==> src/rtl/rx_fifo_ctrl.sv <==
// rx_fifo_ctrl: buffers bytes from the UART receiver into a DEPTH-entry FIFO
// and hands them to the host on a valid/ready port.
// Optional RX_FIFO_DROP_FERR_EN: acknowledge but discard bytes with framing errors.
module rx_fifo_ctrl #(
  parameter int DEPTH     = 8,
  parameter int AFULL_LVL = 6
) (
  input  logic                     clk,
  input  logic                     rst,
  input  logic [7:0]               rx_data,
  input  logic                     data_ready,
  input  logic                     framing_error,
  input  logic                     overrun_error,
  output logic                     data_read,
  output logic [7:0]               out_data,
  output logic                     out_ferr,
  output logic                     out_ovr,
  output logic                     out_valid,
  input  logic                     out_ready,
  output logic [$clog2(DEPTH):0]   count,
  output logic                     full,
  output logic                     almost_full,
  output logic                     lost_flag
);

  localparam int AW = $clog2(DEPTH);
  localparam int CW = AW + 1;

  localparam logic [1:0] IDLE = 2'd0;
  localparam logic [1:0] ACK  = 2'd1;
  localparam logic [1:0] HOLD = 2'd2;

  logic [1:0]    state;
  logic [9:0]    mem [DEPTH];
  logic [AW-1:0] wr_ptr;
  logic [AW-1:0] rd_ptr;
  logic          capture;
  logic          wr_en;
  logic          pop;
  logic [CW-1:0] count_next;

  always_comb begin
    capture = (state == IDLE) && data_ready && !full;
`ifdef RX_FIFO_DROP_FERR_EN
    wr_en = capture && !framing_error;
`else
    wr_en = capture;
`endif
    pop        = out_valid && out_ready;
    count_next = count + CW'(wr_en) - CW'(pop);
  end

  // ACK and HOLD give the receiver time to drop data_ready before we look again.
  always_ff @(posedge clk) begin
    if (rst) begin
      state <= IDLE;
    end else begin
      case (state)
        IDLE:    if (capture) state <= ACK;
        ACK:     state <= HOLD;
        HOLD:    state <= IDLE;
        default: state <= IDLE;
      endcase
    end
  end

  assign data_read = (state == ACK);

  always_ff @(posedge clk) begin
    if (rst) begin
      wr_ptr      <= '0;
      rd_ptr      <= '0;
      count       <= '0;
      full        <= 1'b0;
      almost_full <= 1'b0;
      lost_flag   <= 1'b0;
    end else begin
      if (wr_en) wr_ptr <= wr_ptr + 1'b1;
      if (pop)   rd_ptr <= rd_ptr + 1'b1;
      count       <= count_next;
      full        <= (count_next == CW'(DEPTH));
      almost_full <= (count_next >= CW'(AFULL_LVL));
      if (capture && overrun_error) lost_flag <= 1'b1;
    end
  end

  always_ff @(posedge clk) begin
    if (!rst && wr_en) mem[wr_ptr] <= {overrun_error, framing_error, rx_data};
  end

  // Head is gated by out_valid so stale storage never leaks out after reset.
  assign out_valid = (count != '0);
  assign out_data  = out_valid ? mem[rd_ptr][7:0] : 8'h00;
  assign out_ovr   = out_valid ? mem[rd_ptr][9]   : 1'b0;
`ifdef RX_FIFO_DROP_FERR_EN
  assign out_ferr  = 1'b0;
`else
  assign out_ferr  = out_valid ? mem[rd_ptr][8]   : 1'b0;
`endif

endmodule

==> config.mk <==
export PLATFORM = sky130hd
export DESIGN_NAME = rx_fifo_ctrl
export DESIGN_NICKNAME = d
export VERILOG_FILES = /design/src/rtl/rx_fifo_ctrl.sv
export SDC_FILE = /design/constraint.sdc
export NUM_CORES = 1
export LEC_CHECK = 0
export CAP_MARGIN = 20
export CORE_ASPECT_RATIO = 1.75
export CORE_MARGIN = 5
export CORE_UTILIZATION = 30
export CTS_CLUSTER_SIZE = 40
export DETAILED_ROUTE_END_ITERATION = 10
export DONT_BUFFER_PORTS = 1
export PLACE_DENSITY = 0.51
export SLEW_MARGIN = 20
export SYNTH_ARGS = -nofsm -noshare
export SYNTH_HDL_FRONTEND = slang
export SYNTH_SLANG_ARGS = --single-unit
==> constraint.sdc <==
create_clock -name clk -period 4.5 [get_ports clk]
set_input_delay 0.9 -clock clk [delete_from_list [all_inputs] [get_ports clk]]
set_output_delay 0.9 -clock clk [all_outputs]
set_load 0.01 [all_outputs]
-- Word-level counts from Yosys, hierarchy flattened
Memory sizes are Yosys's and may differ from the RTL's. A register that Yosys moved wholly into a read port is not among the register bits.
Cells that the tools add are included.
W data, S select, Z words.
- output and inout port bits: 19
- memory bits (writable): 80
- memories kept: 1
- bits in registers: 15
- reduce and logical (&&, ||, !) cells: 9
- $lt $le $gt $ge: 1
- multiplexer cells: 9
- add/sub/neg operators: 4
- eq/ne operators: 3
- memories (name ; words ; bits a word ; read ports ; clocked after Yosys merged registers in ; wr ports ; RTL line ; text):
    mem ; 8 ; 10 ; 1 ; 1 ; 1 ; 34 ; logic [9:0] mem [DEPTH];
- operators by type and width (kind ; number):
    $mux W8 ; 1
    $add A3 B1 Y3 const B ; 2
    $mux W3 ; 2
    $logic_and A1 B1 Y1 ; 5
    $add A4 B1 Y4 ; 1
    $eq A4 B4 Y1 const B ; 1
    $ge A4 B3 Y1 const B ; 1
    $mux W1 ; 4
    $pmux W2 S2 ; 1
    $reduce_bool A4 Y1 ; 1
    $sub A4 B1 Y4 ; 1
    $eq A2 B1 Y1 const B ; 1
    $logic_not A1 Y1 ; 2
    $logic_not A2 Y1 ; 1
    $mux W2 ; 1
    $ne A2 B2 Y1 const B ; 1

-- Logic depth before layout (Yosys ltp)
Gate-level depths: netlist of the first run.
- word-level depth: 6
- depth in mapped cells: 11

-- Worst setup path after synthesis of the first run
OpenSTA, ideal clock, no wires.
- path kind: in2reg
- start point: input data_ready
- end point: register full
- library setup time: 0.070 ns
- stages on the path: 8
- data required time: 4.430 ns
- setup slack: 1.721 ns
- arrival: 2.709 ns
- buffers on the path: 0
- path through: or4b_4 -> nand3_1 -> nand2_1 -> ha_1 -> fa_1 -> xor2_1 -> or3_1 -> a21oi_1
- longest elaborated chain between the ends: 5
- RTL lines (what ; RTL line ; text):
    from (decl) ; 11 ; input logic data_ready,
    $logic_and A1 B1 Y1 (2 in a row) ; 43 ; capture = (state == IDLE) && data_ready && !full;
    $add A4 B1 Y4 ; 50 ; count_next = count + CW'(wr_en) - CW'(pop);
    $sub A4 B1 Y4 ; 50 ;
    $eq A4 B4 Y1 ; 81 ; full <= (count_next == CW'(DEPTH));
    to (signal assigned) ; 81 ;
    to (decl) ; 21 ; output logic full,
Every way passes these cells.
A chain may end at the register's enable or synchronous reset.

-- Worst setup path in the final report of the first run
- start point: register count[2]
- end point: output out_data[4]
- longest elaborated chain between the ends: 2
- RTL lines (what ; RTL line ; text):
    from (decl) ; 20 ; output logic [$clog2(DEPTH):0] count,
    from (signal assigned) ; 80 ; count <= count_next;
    $reduce_bool A4 Y1 ; 92 ; assign out_valid = (count != '0);
    via out_valid ; 18 ; output logic out_valid,
    $mux W8 ; 93 ; assign out_data = out_valid ? mem[rd_ptr][7:0] : 8'h00;
    to (decl) ; 15 ; output logic [7:0] out_data,
The timed path passes the listed nets, and every way through them passes these cells.

==> impl_metrics.yaml, run 1 <==
cts:
  postCtsSetupBuffers: 0
  cts-hold-fix-buffers: 0
  h-tree-depth: 3
  clk_path_buf_depth: 2
  clock_latency_ns: 0.35
  clock_sinks: 98
  postCtsResizedCells: 0
  cts_tree: "done"
  cts.clk_slew.worst_paths_ns: 0.07
  numCtsBuffers: 9
  clk_root_buffer_cell: "clkbuf_16"
synth:
  synthesis.area_um2: 3810
  synth_flop_cell: "edfxtp_1"
  syn_avg_cell_area_um2: 18.2
  synth_cell_types: 33
  ys_top_cells_by_area: "edfxtp_1 (63%), mux4_2 (12%), dfxtp_1 (9.4%)"
  synth_edf_count: 80
  synth_fp_nets: 230
  ys_seq_elements: 98
  synthMuxAreaShare: 0.124
  yosysWarnings: 0
  yosysSeqAreaShare: 0.724
  synth-compound-area-share: 0.0420
  postSynthCellCount: 209
  synth_top_area_cell: "edfxtp_1"
  synthArstFlopShare: 0
  synth_simple_gate_area_frac: 0.0666
  synthXorXnorAreaFrac: 0.00459
  synth_fa_ha_area_frac: 0.0249
  yosysTopAreaCellShare: 0.630
  synth_top_family_by_area: "multiplexers"
grt:
  grt_pass1_wl_mm: 11.5
  gr-total-overflow: 0
  grt_max_degree: 21
  grt.total_usage: 0.104
  antenna_found_initial: 0
  grt_pass1_vias: 2052
power:
  clockPowerShare: 0.298
  power_density_nw_per_um2: 545
  internal_power_uw: 1680
  p_switching_uw: 687
  p_leak_uw: 0.00142
  pwr-share-seq: 0.472
  ir_drop_v: 0.000282
  swShare: 0.290
  p_comb_frac: 0.230
die:
  die-area_um2: 15200
  rows: 54
  die_height_um: 159
  ios: 33
  die_w_um: 95.2
  core_area_um2: 12500
  start_util: 0.305
route:
  drt_iter0_drc: 88
  firstDrtPassIters: 3
  detail_route.wl_per_cell_um: 18.3
  antenna_left: 0
  via_per_inst: 4.67
  remaining_drc_errors: 0
  vias: 1848
  wirelength_mm: 7.24
timing:
  period_minus_slack_ns: 3.22
  fin_crit_sh: 0.715
  skew_ns: 0.0121
  slew_headroom: 0.452
  hold_violations: 0
  grt_setup_unrepaired: "no"
  fin_tns_setup_ns: 0
  worst_pin_slew_ns: 0.821
  finalMaxSlewViolations: 0
  max_freq_mhz: 311
  setup_viol: 0
hold_path:
  hp-class: "flop to flop"
worst_setup_path:
  max_stage_delay_ns: 0.68
  cp_slowest_cell: "and2_0"
  cp.required_ns: 3.60
  crit_fanout: 10
  path_cells: "inv_1, ha_1, nor3b_2, inv_2, and2_0, a22o_1"
  endpoint_kind: "output port"
  crit_arrival_ns: 2.32
  critPathLaunchType: "flop"
  timing_worst_setup_path_type: "flop to output port"
placement:
  io_buffers: 0
  dp_hpwl_mm: 4.85
  place.gp.congestion: 0.689
finish:
  final_core_util: 0.348
  seq_area_um2: 2760
  final_common_cell: "edfxtp_1"
  antenna_cells: 0
  syn2layout_area_growth_pct: 14.0
  drive_above_1_share: 0.228
  final_cell_mix: "edfxtp_1 (80), mux4_2 (20), dfxtp_1 (17)"
  multi_input_area_um2: 1000
  nets: 244
  fillers: 1199
run_status:
  status: "finished, final reports clean"
flow_run:
  drv_cap: 0
==> power groups by stage <==
stage / Combinational [µW] / Sequential (µW) / Clock (µW)
floorplan: 438 / 1110 / 0
global placement: 564 / 1140 / 0
detailed placement: 565 / 1140 / 0
CTS: 568 / 1120 / 722
global route: 612 / 1130 / 766
finish: 544 / 1120 / 705
==> layout make-up <==
class | instances | area share
clock buffer | 9 | 0.0518
clock inverter | 7 | 0.0115
inverter | 6 | 0.00518
multi-input combinational | 98 | 0.230
sequential | 98 | 0.636
tap | 168 | 0.0484
timing repair buffer | 10 | 0.0173
==> kinds of logic after synthesis <==
logic type,count (synthesis)
DFF,98
and+or+nand+nor,43
AOI/OAI and AO/OA,24
muxes,22
buffers and inverters,13
adders and majority gates,7
xor gates and xnor gates,2
==> Yosys cell counts (all sizes together), types with 2 or more instances <==
master,n
edfxtp,80
mux4,20
dfxtp,18
nor2,11
a22o,10
a21oi,8
nor2b,7
ha,6
inv,6
nand2,6
clkbuf,5
o21ai,5
nand3,4
or3,4
buf,2
mux2,2
nand2b,2
nor3,2
==> registers in the layout, summed over array words and instances, names as in the netlist, named ones only <==
name / cells
almost_full: 1
count: 4
full: 1
lost_flag: 1
mem: 80
rd_ptr: 3
state: 2
wr_ptr: 3
==> through the flow <==
stage / hold slack [ns] / setup slack [ns] / instances / power (µW) / area (µm²)
after CTS: 0.555 / 1.17 / 396 / 2410 / 4350
after floorplan: 0.493 / 1.72 / 209 / 1550 / 3810
final: 0.545 / 1.28 / 396 / 2370 / 4350
after detailed placement: 0.513 / 1.53 / 380 / 1710 / 4070
after global routing: 0.566 / 1.09 / 396 / 2510 / 4350
after global placement: 0.506 / 1.51 / 380 / 1700 / 4070
==> path summary, 6_finish.rpt <==
path / from / endpoint / slack (ns) / cells past startpoint
worst max-delay path: count[2]$_SDFF_PP0_ / out_data[4] / 1.28 / 6
worst min-delay path: rd_ptr[1]$_SDFFE_PP0P_ / rd_ptr[1]$_SDFFE_PP0P_ / 0.54 / 2
worst max register to register: count[2]$_SDFF_PP0_ / full$_SDFF_PP0_ / 1.96 / 11
worst min register to register: rd_ptr[1]$_SDFFE_PP0P_ / rd_ptr[1]$_SDFFE_PP0P_ / 0.54 / 2
==> worst max-delay path, delay by kind of cell (launching register included) <==
family	cells	cell delay, ns
and+or+nand+nor	2	0.86
buffers and inverters	2	0.21
DFF	1	0.38
adders and majority gates	1	0.19
AOI/OAI and AO/OA	1	0.33
==> per-layer routing <==
layer  GRT usage  part of all wire  up-vias
met2       0.178              0.53       34
met5           0                 0        -
li1            -                 -      855
met3      0.0392             0.061       13
met4      0.0453             0.021        0
met1       0.113              0.38      946
No activity file was read; power rests on OpenSTA's default activity.
==> run 2, diff against run 1 <==
--- a/config.mk
+++ b/config.mk
@@ -12,7 +12,7 @@
 export CTS_CLUSTER_SIZE = 40
 export DETAILED_ROUTE_END_ITERATION = 10
 export DONT_BUFFER_PORTS = 1
-export PLACE_DENSITY = 0.51
+export PLACE_DENSITY = 0.52
 export SLEW_MARGIN = 20
 export SYNTH_ARGS = -nofsm -noshare
 export SYNTH_HDL_FRONTEND = slang
==> constraint.sdc (replaced) <==
create_clock -name clk -period 2.8 [get_ports clk]
set_input_delay 0.56 -clock clk [delete_from_list [all_inputs] [get_ports clk]]
set_output_delay 0.56 -clock clk [all_outputs]
set_load 0.01 [all_outputs]
==> impl_metrics.yaml, run 2 (synthesized netlist as in run 1, its figures left out) <==
run_status:
  status: "finished, final reports clean"
power:
  internal_power_uw: 2780
  swShare: 0.278
  p_switching_uw: 1070
  p_leak_uw: 0.00145
  ir_drop_v: 0.000492
  pwr-share-seq: 0.462
  clockPowerShare: 0.302
  p_comb_frac: 0.236
  power_density_nw_per_um2: 880
placement:
  place.gp.congestion: 0.728
  io_buffers: 0
  dp.cells: 382
  dp_hpwl_mm: 4.94
worst_setup_path:
  crit_fanout: 10
  max_stage_delay_ns: 0.34
  timing_worst_setup_path_type: "flop to output port"
  endpoint_kind: "output port"
  cp_num_cells: 6
  crit_arrival_ns: 2.00
  cp_slowest_cell: "dfxtp_1"
  cp-startpoint: "count[2]$_SDFF_PP0_"
  endpoint: "out_data[4]"
  cp.required_ns: 2.24
  reg2reg_from: "count[2]$_SDFF_PP0_"
  rrSetupSlack_ns: 0.27
  cp.buffers_inverters: 2
  critPathLaunchType: "flop"
  path_cells: "inv_1, ha_1, nor3b_2, inv_2, and2_2, a22o_1"
  reg2reg_depth: 11
  critical_path.top_delay_family: "simple AND/OR/NAND/NOR gates"
  rr_endpoint: "full$_SDFF_PP0_"
cts:
  cts.clk_slew.worst_paths_ns: 0.06
  clock_sinks: 98
  cts_tree: "done"
  clk_path_buf_depth: 2
  cts-hold-fix-buffers: 0
  numCtsBuffers: 9
  postCtsSetupBuffers: 0
  h-tree-depth: 3
  clk_root_buffer_cell: "clkbuf_16"
  clock_latency_ns: 0.33
die:
  die-area_um2: 15200
  core_area_um2: 12500
  rows: 54
  die_height_um: 159
  start_util: 0.305
  die_w_um: 95.2
  ios: 33
grt:
  grt.total_usage: 0.106
  grt_pass1_vias: 2086
  gr-total-overflow: 0
  grt_max_degree: 21
  grt_pass1_wl_mm: 11.7
  antenna_found_initial: 0
timing:
  skew_ns: 0.00505
  finalMaxSlewViolations: 0
  grt_setup_unrepaired: "no"
  period_minus_slack_ns: 2.56
  max_freq_mhz: 390
  worst_pin_slew_ns: 0.425
  fin_crit_sh: 0.916
  setup_viol: 0
  fin_tns_setup_ns: 0
  slew_headroom: 0.717
  hold_violations: 0
finish:
  final_common_cell: "edfxtp_1"
  largest_register: "mem"
  drive_above_1_share: 0.239
  final_cell_mix: "edfxtp_1 (80), mux4_2 (20), dfxtp_1 (18)"
  nets: 246
  antenna_cells: 0
  final_cells: 398
  syn2layout_area_growth_pct: 14.7
  largest_reg_flops: 80
  top_regs: "mem (80), count (4)"
route:
  vias: 1845
  via_per_inst: 4.64
  firstDrtPassIters: 4
  remaining_drc_errors: 0
  detail_route.wl_per_cell_um: 18.4
  drt_iter0_drc: 126
  antenna_left: 0
  wirelength_mm: 7.34
flow_run:
  drv_cap: 0
hold_path:
  hp-class: "input pin to flop"
[run 2: cell types whose count changed in the layout (fill, tap and decap cells not counted), sizes merged]
cell / before / now
clkinv: 2 / 3
clkinvlp: 2 / 0
inv: 9 / 7
clkbuf: 9 / 12
buf: 10 / 12
[run 2: final cells by class]
type	instances	area (µm²)
fill	1189	8120
sequential	98	2760
multi-input combinational	98	1000
clock buffer	12	265
tap	168	210
timing repair buffer	12	90.1
clock inverter	4	23.8
inverter	6	22.5
[run 2: power by group through the flow]
stage	combinational [µW]	clock [µW]	sequential, µW
final	910	1160	1780
after global routing	1020	1270	1790
after CTS	940	1200	1780
after detailed placement	937	0	1810
after global placement	930	0	1810
after floorplan	703	0	1790
[run 2: per-stage QoR]
step | hold WS, ns | setup WS [ns] | util | cell area, µm² | power [µW]
4_1_cts | 0.268 | 0.0246 | 0.350 | 4370 | 3920
3_5_place_dp | 0.508 | 0.190 | 0.327 | 4090 | 2750
5_1_grt | 0.265 | 0.0436 | 0.350 | 4380 | 4080
2_1_floorplan | 0.493 | 0.361 | - | 3810 | 2490
6_report | 0.286 | 0.235 | 0.350 | 4380 | 3850
3_3_place_gp | 0.509 | 0.183 | 0.327 | 4090 | 2740
[run 2: repair_timing]
item | in CTS | in global routing
cloned | 0 | 0
endpoints found under the setup margin | 10 | 10
resized for setup | 1 | 1
[run 2: worst min-delay path by stage]
stage | depth (start not counted) | start | slack [ns] | to
detailed placement | 2 | rd_ptr[1]$_SDFFE_PP0P_ | 0.51 | flop
global placement | 2 | rd_ptr[1]$_SDFFE_PP0P_ | 0.51 | rd_ptr[1]$_SDFFE_PP0P_
floorplan | 2 | rd_ptr[1]$_SDFFE_PP0P_ | 0.49 | flop
CTS | 1 | rst | 0.27 | wr_ptr[2]$_SDFFE_PP0P_
global route | 1 | rst | 0.27 | wr_ptr[2]$_SDFFE_PP0P_
finish | 1 | rst | 0.29 | state[1]$_SDFFE_PP0P_
[run 2: metal layers]
metal / part of all wire / GRT usage
met4: 0.019 / 0.0434
met5: 0 / 0
met2: 0.55 / 0.183
met3: 0.051 / 0.0350
met1: 0.38 / 0.118
==> run 3, diff against run 2 <==
--- a/config.mk
+++ b/config.mk
@@ -8,11 +8,11 @@
 export CAP_MARGIN = 20
 export CORE_ASPECT_RATIO = 1.75
 export CORE_MARGIN = 5
-export CORE_UTILIZATION = 30
+export CORE_UTILIZATION = 45
 export CTS_CLUSTER_SIZE = 40
 export DETAILED_ROUTE_END_ITERATION = 10
 export DONT_BUFFER_PORTS = 1
-export PLACE_DENSITY = 0.52
+export PLACE_DENSITY = 0.69
 export SLEW_MARGIN = 20
 export SYNTH_ARGS = -nofsm -noshare
 export SYNTH_HDL_FRONTEND = slang
==> impl_metrics.yaml, run 3 (synthesized netlist as in run 1, its figures left out) <==
run_status:
  status: "finished, final reports clean"
route:
  detail_route.wl_per_cell_um: 19.1
  wirelength_mm: 6.60
  via_per_inst: 5.35
  antenna_left: 0
  remaining_drc_errors: 0
  firstDrtPassIters: 4
  drt_iter0_drc: 112
  vias: 1846
finish:
  fillers: 678
  final_common_cell: "edfxtp_1"
  largest_register: "mem"
  nets: 246
  final_cell_mix: "edfxtp_1 (80), mux4_2 (20), dfxtp_1 (18)"
  drive_above_1_share: 0.239
  antenna_cells: 0
  syn2layout_area_growth_pct: 12.8
  top_regs: "mem (80), count (4)"
  largest_reg_flops: 80
  final_cells: 345
grt:
  antenna_found_initial: 0
  grt.total_usage: 0.143
  grt_max_degree: 21
  gr-total-overflow: 0
  grt_pass1_vias: 1997
  grt_pass1_wl_mm: 11.0
timing:
  slew_headroom: 0.734
  holdWs_ns: 0.283
  fin_crit_sh: 0.890
  period_minus_slack_ns: 2.49
  skew_ns: 0.0105
  hold_violations: 0
  max_freq_mhz: 401
  fin_tns_setup_ns: 0
  finalMaxSlewViolations: 0
  worst_pin_slew_ns: 0.399
  grt_setup_unrepaired: "no"
  setup_viol: 0
cts:
  clk_path_buf_depth: 2
  cts.clk_slew.worst_paths_ns: 0.07
  clk_root_buffer_cell: "clkbuf_16"
  clock_sinks: 98
  numCtsBuffers: 9
  cts_tree: "done"
  h-tree-depth: 3
  clock_latency_ns: 0.34
hold_path:
  hp-class: "input pin to flop"
worst_setup_path:
  cp.required_ns: 2.24
  max_stage_delay_ns: 0.34
  timing_worst_setup_path_type: "flop to output port"
  rrSetupSlack_ns: 0.35
  cp_slowest_cell: "dfxtp_1"
  crit_arrival_ns: 1.93
  path_cells: "inv_1, ha_1, nor3b_4, inv_2, and2_2, a22o_1"
  endpoint_kind: "output port"
  critPathLaunchType: "flop"
  crit_fanout: 10
die:
  rows: 44
  die_w_um: 79.6
  die-area_um2: 10500
  ios: 33
  die_height_um: 132
  core_area_um2: 8310
  start_util: 0.459
power:
  p_comb_frac: 0.240
  p_leak_uw: 0.00143
  pwr-share-seq: 0.470
  swShare: 0.283
  ir_drop_v: 0.000753
  internal_power_uw: 2710
  clockPowerShare: 0.290
  power_density_nw_per_um2: 881
  p_switching_uw: 1070
  power_uw: 3790
flow_run:
  drv_cap: 0
placement:
  place.gp.congestion: 0.728
  dp.cells: 329
  io_buffers: 0
  dp_hpwl_mm: 4.32
## run 3: metal layers
metal / global-route usage / share of wire / up-vias
met5: 0 / 0 / -
met1: 0.168 / 0.38 / 933
met3: 0.0458 / 0.063 / 9
li1: - / - / 856
met4: 0.0660 / 0.020 / 0
met2: 0.235 / 0.54 / 48
## run 3: worst max-delay path: cells and delay by family (launching register included)
kind                     cells  cell delay (ns)
flip-flops                   1             0.34
buffers and inverters        2             0.22
AO/OA/AOI/OAI                1             0.29
adder cells (fa/ha/maj)      1             0.15
AND/OR/NAND/NOR              2             0.59
## run 3: layout make-up
type / count / area (µm²) / share of cell area
timing repair buffer: 12 / 90.1 / 0.0209
sequential: 98 / 2760 / 0.642
clock buffer: 9 / 225 / 0.0524
multi-input combinational: 98 / 1010 / 0.235
tap: 115 / 144 / 0.0335
clock inverter: 7 / 43.8 / 0.0102
inverter: 6 / 22.5 / 0.00524
## run 3: worst paths after layout
path | startpoint | end | depth (start not counted)
setup / recovery | count[2]$_SDFF_PP0_ | out_data[6] | 6
hold / removal | rst | flop | 1
setup reg to reg | count[2]$_SDFF_PP0_ | full$_SDFF_PP0_ | 11
hold reg to reg | rd_ptr[1]$_SDFFE_PP0P_ | flop | 2
## run 3: power groups by stage
stage          combinational, µW  sequential (µW)  clock [µW]
2_1_floorplan                703             1790           0
3_3_place_gp                 904             1800           0
3_5_place_dp                 917             1810           0
4_1_cts                      921             1780        1130
5_1_grt                     1030             1790        1200
6_report                     908             1780        1100
## run 3: through the flow
step | util | instance area, µm² | setup WS (ns)
finish | 0.517 | 4300 | 0.309
global route | 0.517 | 4300 | 0.0707
CTS | 0.516 | 4290 | 0.0610
detailed placement | 0.483 | 4020 | 0.182
global placement | 0.483 | 4020 | 0.203
floorplan | - | 3810 | 0.361
## run 3: repair_timing
action / 4_1_cts / 5_1_grt
endpoints found under the setup margin: 10 / 11
hold buffers: 0 / 0
resized for setup: 1 / 3
pin swaps: 0 / 0
buffers inserted: 0 / 0
